File: config.mk
export PLATFORM = sky130hd
export DESIGN_NAME = instr_loader
export DESIGN_NICKNAME = d
export VERILOG_FILES = /design/src/rtl/instr_loader_pkg.sv /design/src/rtl/instr_loader_byte_packer.sv /design/src/rtl/instr_loader.sv
export SDC_FILE = /design/constraint.sdc
export NUM_CORES = 1
export LEC_CHECK = 0
export ABC_AREA = 1
export BUFFER_PORTS_ARGS = -buffer_cell sky130_fd_sc_hd__buf_4
export CORE_MARGIN = 5
export CORE_UTILIZATION = 53
export CTS_CLUSTER_DIAMETER = 100
export DETAILED_ROUTE_END_ITERATION = 10
export PLACE_DENSITY = 0.79
export SLEW_MARGIN = 20
export SYNTH_ARGS = -nofsm -noshare
export SYNTH_HDL_FRONTEND = slang
export SYNTH_SLANG_ARGS = --single-unit
File: constraint.sdc
create_clock -name clk -period 2.06 [get_ports clk]
set_clock_uncertainty 0.1 [all_clocks]
set_input_delay 0.103 -clock clk [delete_from_list [all_inputs] [get_ports clk]]
set_output_delay 0.103 -clock clk [all_outputs]
set_load 0.03 [all_outputs]
File: src/rtl/instr_loader_pkg.sv
// Shared types and helpers for the instruction loader: FSM states, word geometry
// and the header capacity check.
package instr_loader_pkg;

  typedef enum logic [2:0] {
    IDLE,
    HDR_HI,
    HDR_LO,
    DATA,
    WRITE,
    DONE,
    ERR
  } state_t;

  localparam int BYTES_PER_WORD = 4;

  // Word count is widened by two bits before scaling so a large header cannot wrap.
  function automatic logic exceeds_capacity(input logic [31:0] words, input int unsigned mem_bytes);
    logic [33:0] bytes_total;
    bytes_total = {words, 2'b00};
    return bytes_total > 34'(mem_bytes);
  endfunction

endpackage

File: src/rtl/instr_loader_byte_packer.sv
// MSB-first byte packer: collects three bytes and presents the full word
// combinationally together with the byte that completes it.
module instr_loader_byte_packer
  import instr_loader_pkg::*;
(
  input  logic        clk,
  input  logic        rst_n,
  input  logic        clear,
  input  logic        shift,
  input  logic [7:0]  byte_in,
  output logic [31:0] word_next,
  output logic        word_full
);

  logic [23:0] word_reg;
  logic [1:0]  idx_reg;

  assign word_next = {word_reg, byte_in};
  assign word_full = shift && (idx_reg == 2'(BYTES_PER_WORD - 1));

  always_ff @(posedge clk or negedge rst_n) begin
    if (!rst_n) begin
      word_reg <= '0;
      idx_reg  <= '0;
    end else if (clear) begin
      word_reg <= '0;
      idx_reg  <= '0;
    end else if (shift) begin
      word_reg <= {word_reg[15:0], byte_in};
      idx_reg  <= idx_reg + 2'd1;
    end
  end

endmodule

File: src/rtl/instr_loader.sv
// Loads a length-prefixed byte stream into instruction memory as big-endian
// words and keeps the CPU in reset until the program is complete.
module instr_loader
  import instr_loader_pkg::*;
#(
  parameter int MEM_BYTES = 40,
  parameter int ADDR_W    = 32,
  parameter int CNT_W     = 16
) (
  input  logic              clk,
  input  logic              rst_n,
  input  logic              start,
  input  logic [7:0]        byte_in,
  input  logic              byte_valid,
  output logic              byte_ready,
  output logic              wr_en,
  output logic [ADDR_W-1:0] wr_addr,
  output logic [31:0]       wr_data,
  output logic              busy,
  output logic              done,
  output logic              error,
  output logic              cpu_rst,
  output logic [CNT_W-1:0]  words_written
);

  state_t            state_reg, state_next;
  logic [7:0]        n_hi_reg;
  logic [CNT_W-1:0]  n_reg;
  logic [CNT_W-1:0]  words_reg;
  logic [ADDR_W-1:0] wr_addr_reg;
  logic [31:0]       wr_data_reg;
  logic              xfer;
  logic              start_ok;
  logic              pack_shift;
  logic              word_full;
  logic [31:0]       word_next;
  logic [CNT_W-1:0]  n_lo_value;
  logic              last_word;

  assign byte_ready = (state_reg == HDR_HI) || (state_reg == HDR_LO) || (state_reg == DATA);
  assign busy       = byte_ready || (state_reg == WRITE);
  assign wr_en      = (state_reg == WRITE);
  assign done       = (state_reg == DONE);
  assign error      = (state_reg == ERR);
  assign cpu_rst    = (state_reg != DONE);

  assign wr_addr       = wr_addr_reg;
  assign wr_data       = wr_data_reg;
  assign words_written = words_reg;

  assign xfer       = byte_valid && byte_ready;
  assign start_ok   = start && ((state_reg == IDLE) || (state_reg == DONE) || (state_reg == ERR));
  assign pack_shift = xfer && (state_reg == DATA);
  assign n_lo_value = CNT_W'({n_hi_reg, byte_in});
  assign last_word  = ({1'b0, words_reg} + (CNT_W + 1)'(1)) == {1'b0, n_reg};

  instr_loader_byte_packer u_packer (
    .clk       (clk),
    .rst_n     (rst_n),
    .clear     (start_ok),
    .shift     (pack_shift),
    .byte_in   (byte_in),
    .word_next (word_next),
    .word_full (word_full)
  );

  always_ff @(posedge clk or negedge rst_n) begin
    if (!rst_n) begin
      state_reg <= IDLE;
    end else begin
      state_reg <= state_next;
    end
  end

  always_comb begin
    state_next = state_reg;
    case (state_reg)
      IDLE:    if (start_ok) state_next = HDR_HI;
      HDR_HI:  if (xfer) state_next = HDR_LO;
      HDR_LO: begin
        if (xfer) begin
          if (exceeds_capacity(32'(n_lo_value), MEM_BYTES)) state_next = ERR;
          else if (n_lo_value == '0)                          state_next = DONE;
          else                                                state_next = DATA;
        end
      end
      DATA:    if (word_full) state_next = WRITE;
      WRITE:   state_next = last_word ? DONE : DATA;
      DONE,
      ERR:     if (start_ok) state_next = HDR_HI;
      default: state_next = IDLE;
    endcase
  end

  // Address and data are captured on the completing byte so they hold steady
  // through the write cycle and keep their value until the next word.
  always_ff @(posedge clk or negedge rst_n) begin
    if (!rst_n) begin
      n_hi_reg    <= '0;
      n_reg       <= '0;
      words_reg   <= '0;
      wr_addr_reg <= '0;
      wr_data_reg <= '0;
    end else begin
      if (start_ok) begin
        words_reg <= '0;
      end else if (state_reg == WRITE) begin
        words_reg <= words_reg + CNT_W'(1);
      end
      if (xfer && (state_reg == HDR_HI)) n_hi_reg <= byte_in;
      if (xfer && (state_reg == HDR_LO)) n_reg <= n_lo_value;
      if (word_full) begin
        wr_addr_reg <= ADDR_W'({words_reg, 2'b00});
        wr_data_reg <= word_next;
      end
    end
  end

endmodule

; ---- Word level (Yosys, flattened, before mapping)
; Cells that the tools add are included.
[classes]
addsub = 3
n_mul = 0
div = 0
n_lt_le_gt_ge = 1
eq_ne = 13
n_shift = 0
mux = 14
n_bitwise = 0
reduce_logical = 17
[ops]
columns = operator, count
row1 = $mux W24, 2
row2 = $mux W16, 2
row3 = $mux W3, 7
row4 = $gt A18 B6 Y1 const B, 1
row5 = $add A16 B1 Y17 const B, 1
row6 = $eq A17 B16 Y1, 1
row7 = $add A16 B1 Y16 const B, 1
row8 = $logic_not A16 Y1, 1
row9 = $pmux W3 S5, 1
row10 = $eq A3 B3 Y1 const B, 3
row11 = $eq A3 B2 Y1 const B, 2
row12 = $logic_and A1 B1 Y1, 6
row13 = $logic_or A1 B1 Y1, 5
row14 = $mux W2, 2
row15 = $ne A2 B1 Y1 const B, 2
row16 = $ne A2 B2 Y1 const B, 2
row17 = $reduce_and A4 Y1, 1
row18 = $reduce_bool A2 Y1, 2
row19 = $eq A3 B1 Y1 const B, 1
row20 = $logic_not A3 Y1, 1
row21 = $ne A3 B3 Y1 const B, 1
row22 = $reduce_or A3 Y1, 1
row23 = $add A2 B1 Y2 const B, 1
row24 = $eq A2 B2 Y1 const B, 1
[word_totals]
reg_bits = 117
latchBits = 0
ramBits = 0
rom_bits = 0
out_inout_bits = 86
wordCells = 56
memories = 0

; ---- Logic depth before layout (Yosys ltp)
[depth]
ltp_word = 8
depth_mapped = 16

; ---- Hierarchy
; From an unflattened synthesis, not the netlist that was laid out.
[unflattened]
cells_unflattened = 711
area_unflattened_um2 = 5718.0
[by_module_without_submodules]
columns = module, n_inst, cells_each, area_per_inst_um2, seq_area_each_um2
row1 = instr_loader, 1, 586, 4453.0, 2277.2
row2 = instr_loader_byte_packer, 1, 125, 1265.0, 650.6

; ---- Worst setup path after synthesis
; No wires, ideal clock.
[synth_timing]
kind = reg-to-reg
from = register words_reg[1], in the netlist words_written[1]
to = register state_reg[1]
t_arrival_ns = 1.809
t_required_ns = 1.840
slack_ns = 0.030
stages_incl_launch_ff = 17
path_buffers = 0
period_less_slack_ns = 2.030
path_cell_list = dfrtp_1 -> ha_1 -> nand2_1 -> nor2_4 -> nand3_1 -> nand2_1 -> nand2_1 -> nand2_1 -> nand2_1 -> nor2_1 -> nand2_1 -> nor2_2 -> nand2_1 -> nand2_1 -> nand2_1 -> nand2_1 -> nand2_1
[synth_via]
elab_chain_cells = 4
[synth_rtl]
columns = item, line
row1 = from (decl), instr_loader.sv:29  ; logic [CNT_W-1:0] words_reg;
row2 = from (signal assigned), instr_loader.sv:108  ; words_reg <= words_reg + CNT_W'(1);
row3 = $add A16 B1 Y17, instr_loader.sv:55  ; assign last_word = ({1'b0, words_reg} + (CNT_W + 1)'(1)) == {1'b0, n_reg};
row4 = $eq A17 B16 Y1, instr_loader.sv:55
row5 = $mux W3, instr_loader.sv:88  ; WRITE: state_next = last_word ? DONE : DATA;
row6 = $pmux W3 S5, instr_loader.sv:77  ; case (state_reg)
row7 = to (signal assigned), instr_loader.sv:71  ; state_reg <= state_next;
row8 = to (decl), instr_loader.sv:26  ; state_t state_reg, state_next;
; No other way between the ends.
; A chain may end at the register's enable or synchronous reset.

; ---- Final worst setup path
; Ends and elaborated chain as after synthesis.

==> impl_results.md <==
* Unrepaired setup endpoints after global routing: true
* I/O pin cnt at a little under 100
* Dpl ws at -0.0964 ns
* Mean Syn Cell Area at roughly 9.4 um2
* Post-DP HPWL at between 8000 and 9000 um
* Crit end category: flip-flop
* Worst Path Required at 2.37 ns
* Clock buffer depth at 2
* Clock network fraction of design power at 34.0%
* Final slew viol count at 0
* Yosys reg bits at 117
* CP Launch Type: flip-flop
* Combinational Power Share at 29.1%
* Cell variety after synth at 34
* Post-synth EDFFs at 0
* DRC Markers at 0
* Depth of the worst register-to-register path at 16
* Pint at 5.50 mW
* GRT Total Usage at 21.9%
* Crit path DAT at 2.32 ns
* Vias at roughly 4400
* Die area at 0.0123 mm2
* Reg2reg setup slack at 0.05 ns
* CTS H-tree lvls at 4
* Iteration count of the initial detailed-routing pass at 6
* Slew headroom at between 60% and 70%
* Worst slew pin tran at 0.559 ns
* Synth warn at 0
* Row count at 36
* CTS clock-pin slew for the worst setup and hold paths at 0.06 ns
* Setup_tns at 0 ns
* Synthesized area at 0.00540 mm2
* Utilization after layout at 70.8%
* P_sw at 3.12 mW
* Worst skew pair latency at 0.52 ns
* Core Region at 0.00986 mm2
* Fin crit period at 2.01 ns
* Peak supply drop at 0.662 mV
* Leakage Power at around 3.7 nW
* Seq pwr share at 36.9%
* I/O Buffers at 81
* Commonest non-fill, non-tap cell in the layout: dfrtp_1
* CP max FO at 8
* First-pass GRT wire length at approximately 22000 um
* Post-synthesis cell count at roughly 570
* Max FFs per register at 32
* Largest net degree at the start of global routing at between 70 and 80
* Total gr overflow at 0
* Most frequent cells in the layout: dfrtp_1, nand2_1, buf_4
* Async S/R FF share, synth at 100%
* Vias in the first global route at about 4500
* Fmax at 497 MHz
* Mean routed wirelength per cell at ~16 um
* Fin. Hold Viols at 0
* HP Class: in -> async
* Initial antenna violation count at 0
* Antenna Nets Post-Route at 0
* Power Dens Cells at 1230 mW/mm2
* CTS tree: done
* Sw Share at 36.2%
* CTS Sinks at between 100 and 150
* Drt total wl at 13300 um
* WHS at 0.0647 ns
* Clock Tree Root: clkbuf_8
* Status: completed
* Initial DRC Count at ~430
* Seq/Total Area, Yosys at 54.2%
* Die X at 111 um
* Routability congestion estimate at between 0.8 and 0.9
* Main synth FF type: dfrtp_1
* MaxCap Viol Count at 0
* Chip height at 111 um
* Final setup fails at 0
* Number of diodes at 0
* Critical path class: reg -> reg
* Final net count at approximately 700
* Initial Util at a little over half
* Via density at 5.33
* Area growth from synthesis to layout at 29.3%
* CTS buffer count at 17
* Final worst slack at approximately 0.048 ns
* Fin crit share at 97.7%
* Share of layout cells above drive strength 1 at 27.7%
-- metrics by stage --
step                      instances  instance area, um2  power (mW)
after detailed placement        781                6120        5.52
after global placement          781                6120        5.40
after CTS                       827                6870        8.53
after floorplan                 588                5460        4.76
after global routing            831                6980        9.15
final                           831                6980        8.62
-- power groups by stage --
stage | registers (mW) | logic (mW) | clock network (mW)
final | 3.18 | 2.51 | 2.93
after global routing | 3.24 | 2.81 | 3.09
after CTS | 3.15 | 2.43 | 2.96
after detailed placement | 3.18 | 2.34 | 0
after global placement | 3.16 | 2.24 | 0
after floorplan | 3.26 | 1.50 | 0
-- layer usage --
layer / share of wire (%) / global-route usage, %
met1: 41 / 27.0
met2: 50 / 36.6
met3: 7.1 / 6.99
met4: 2.0 / 7.31
met5: 0 / 0
-- worst max-delay path, cell delays in order, from the launching register on --
cell and delay [ns]:
dfrtp_1 0.40, ha_4 0.18, nand2_4 0.06, nor2_4 0.19
nand2_1 0.07, nand2_1 0.09, nand2_1 0.07, nand2_1 0.05
nand2_1 0.05, nor2_1 0.08, nand3_1 0.11, nor2_2 0.14
nand2_1 0.07, nand2_1 0.07, nand2_1 0.06, nand2_1 0.05
nand2_1 0.05
-- final timing paths --
check                                  from              endpoint
min reg2reg                      wr_addr[7]            wr_addr[7]
min in group clk                 byte_in[2]  u_packer.word_reg[2]
max                        words_written[1]          state_reg[1]
min                                   rst_n      words_written[0]
max in group asynchronous             rst_n            wr_addr[8]
max reg2reg                words_written[1]          state_reg[1]
-- cells by family (layout without fill, tap and decap cells) --
logic type | count (synthesis) | after routing | share of synthesized area (%)
fa+ha+maj | 2 | 2 | 0.463
mux | 31 | 31 | 6.46
xor+xnor | 7 | 7 | 1.64
buf+inv | 110 | 219 | 9.31
flops | 117 | 117 | 54.2
other cells | 1 | 16 | 0.0694
simple gates | 202 | 203 | 16.8
compound gates | 103 | 103 | 11.0
-- synthesized netlist by cell type, drive strengths merged (4+ instances only) --
library cell,instances,area (um2)
a21oi,16,80.1
a22oi,26,195
buf,23,176
clkbuf,11,41.3
dfrtp,117,2930
inv,76,285
mux2,31,349
nand2,111,424
nand3,27,135
nand3b,5,37.5
nand4,8,50.1
nor2,41,196
o211ai,4,30.0
o21ai,54,270
xor2,4,35.0
-- layout make-up --
type	instances	area, um2
clock inverter	14	166
fill	698	2880
timing repair buffer	111	880
tap	133	166
sequential	117	2930
multi-input combinational	362	2120
inverter	76	298
clock buffer	18	428
-- what timing repair did --
action                                 CTS  global route
gates resized for setup                  4            23
gates cloned                             0             1
buffers inserted                         2             3
setup endpoints to repair               28            16
pin swaps                                1             9
endpoints found under the hold margin  153             0
hold buffers                            12             0
Power figures use the tool's default switching activity.
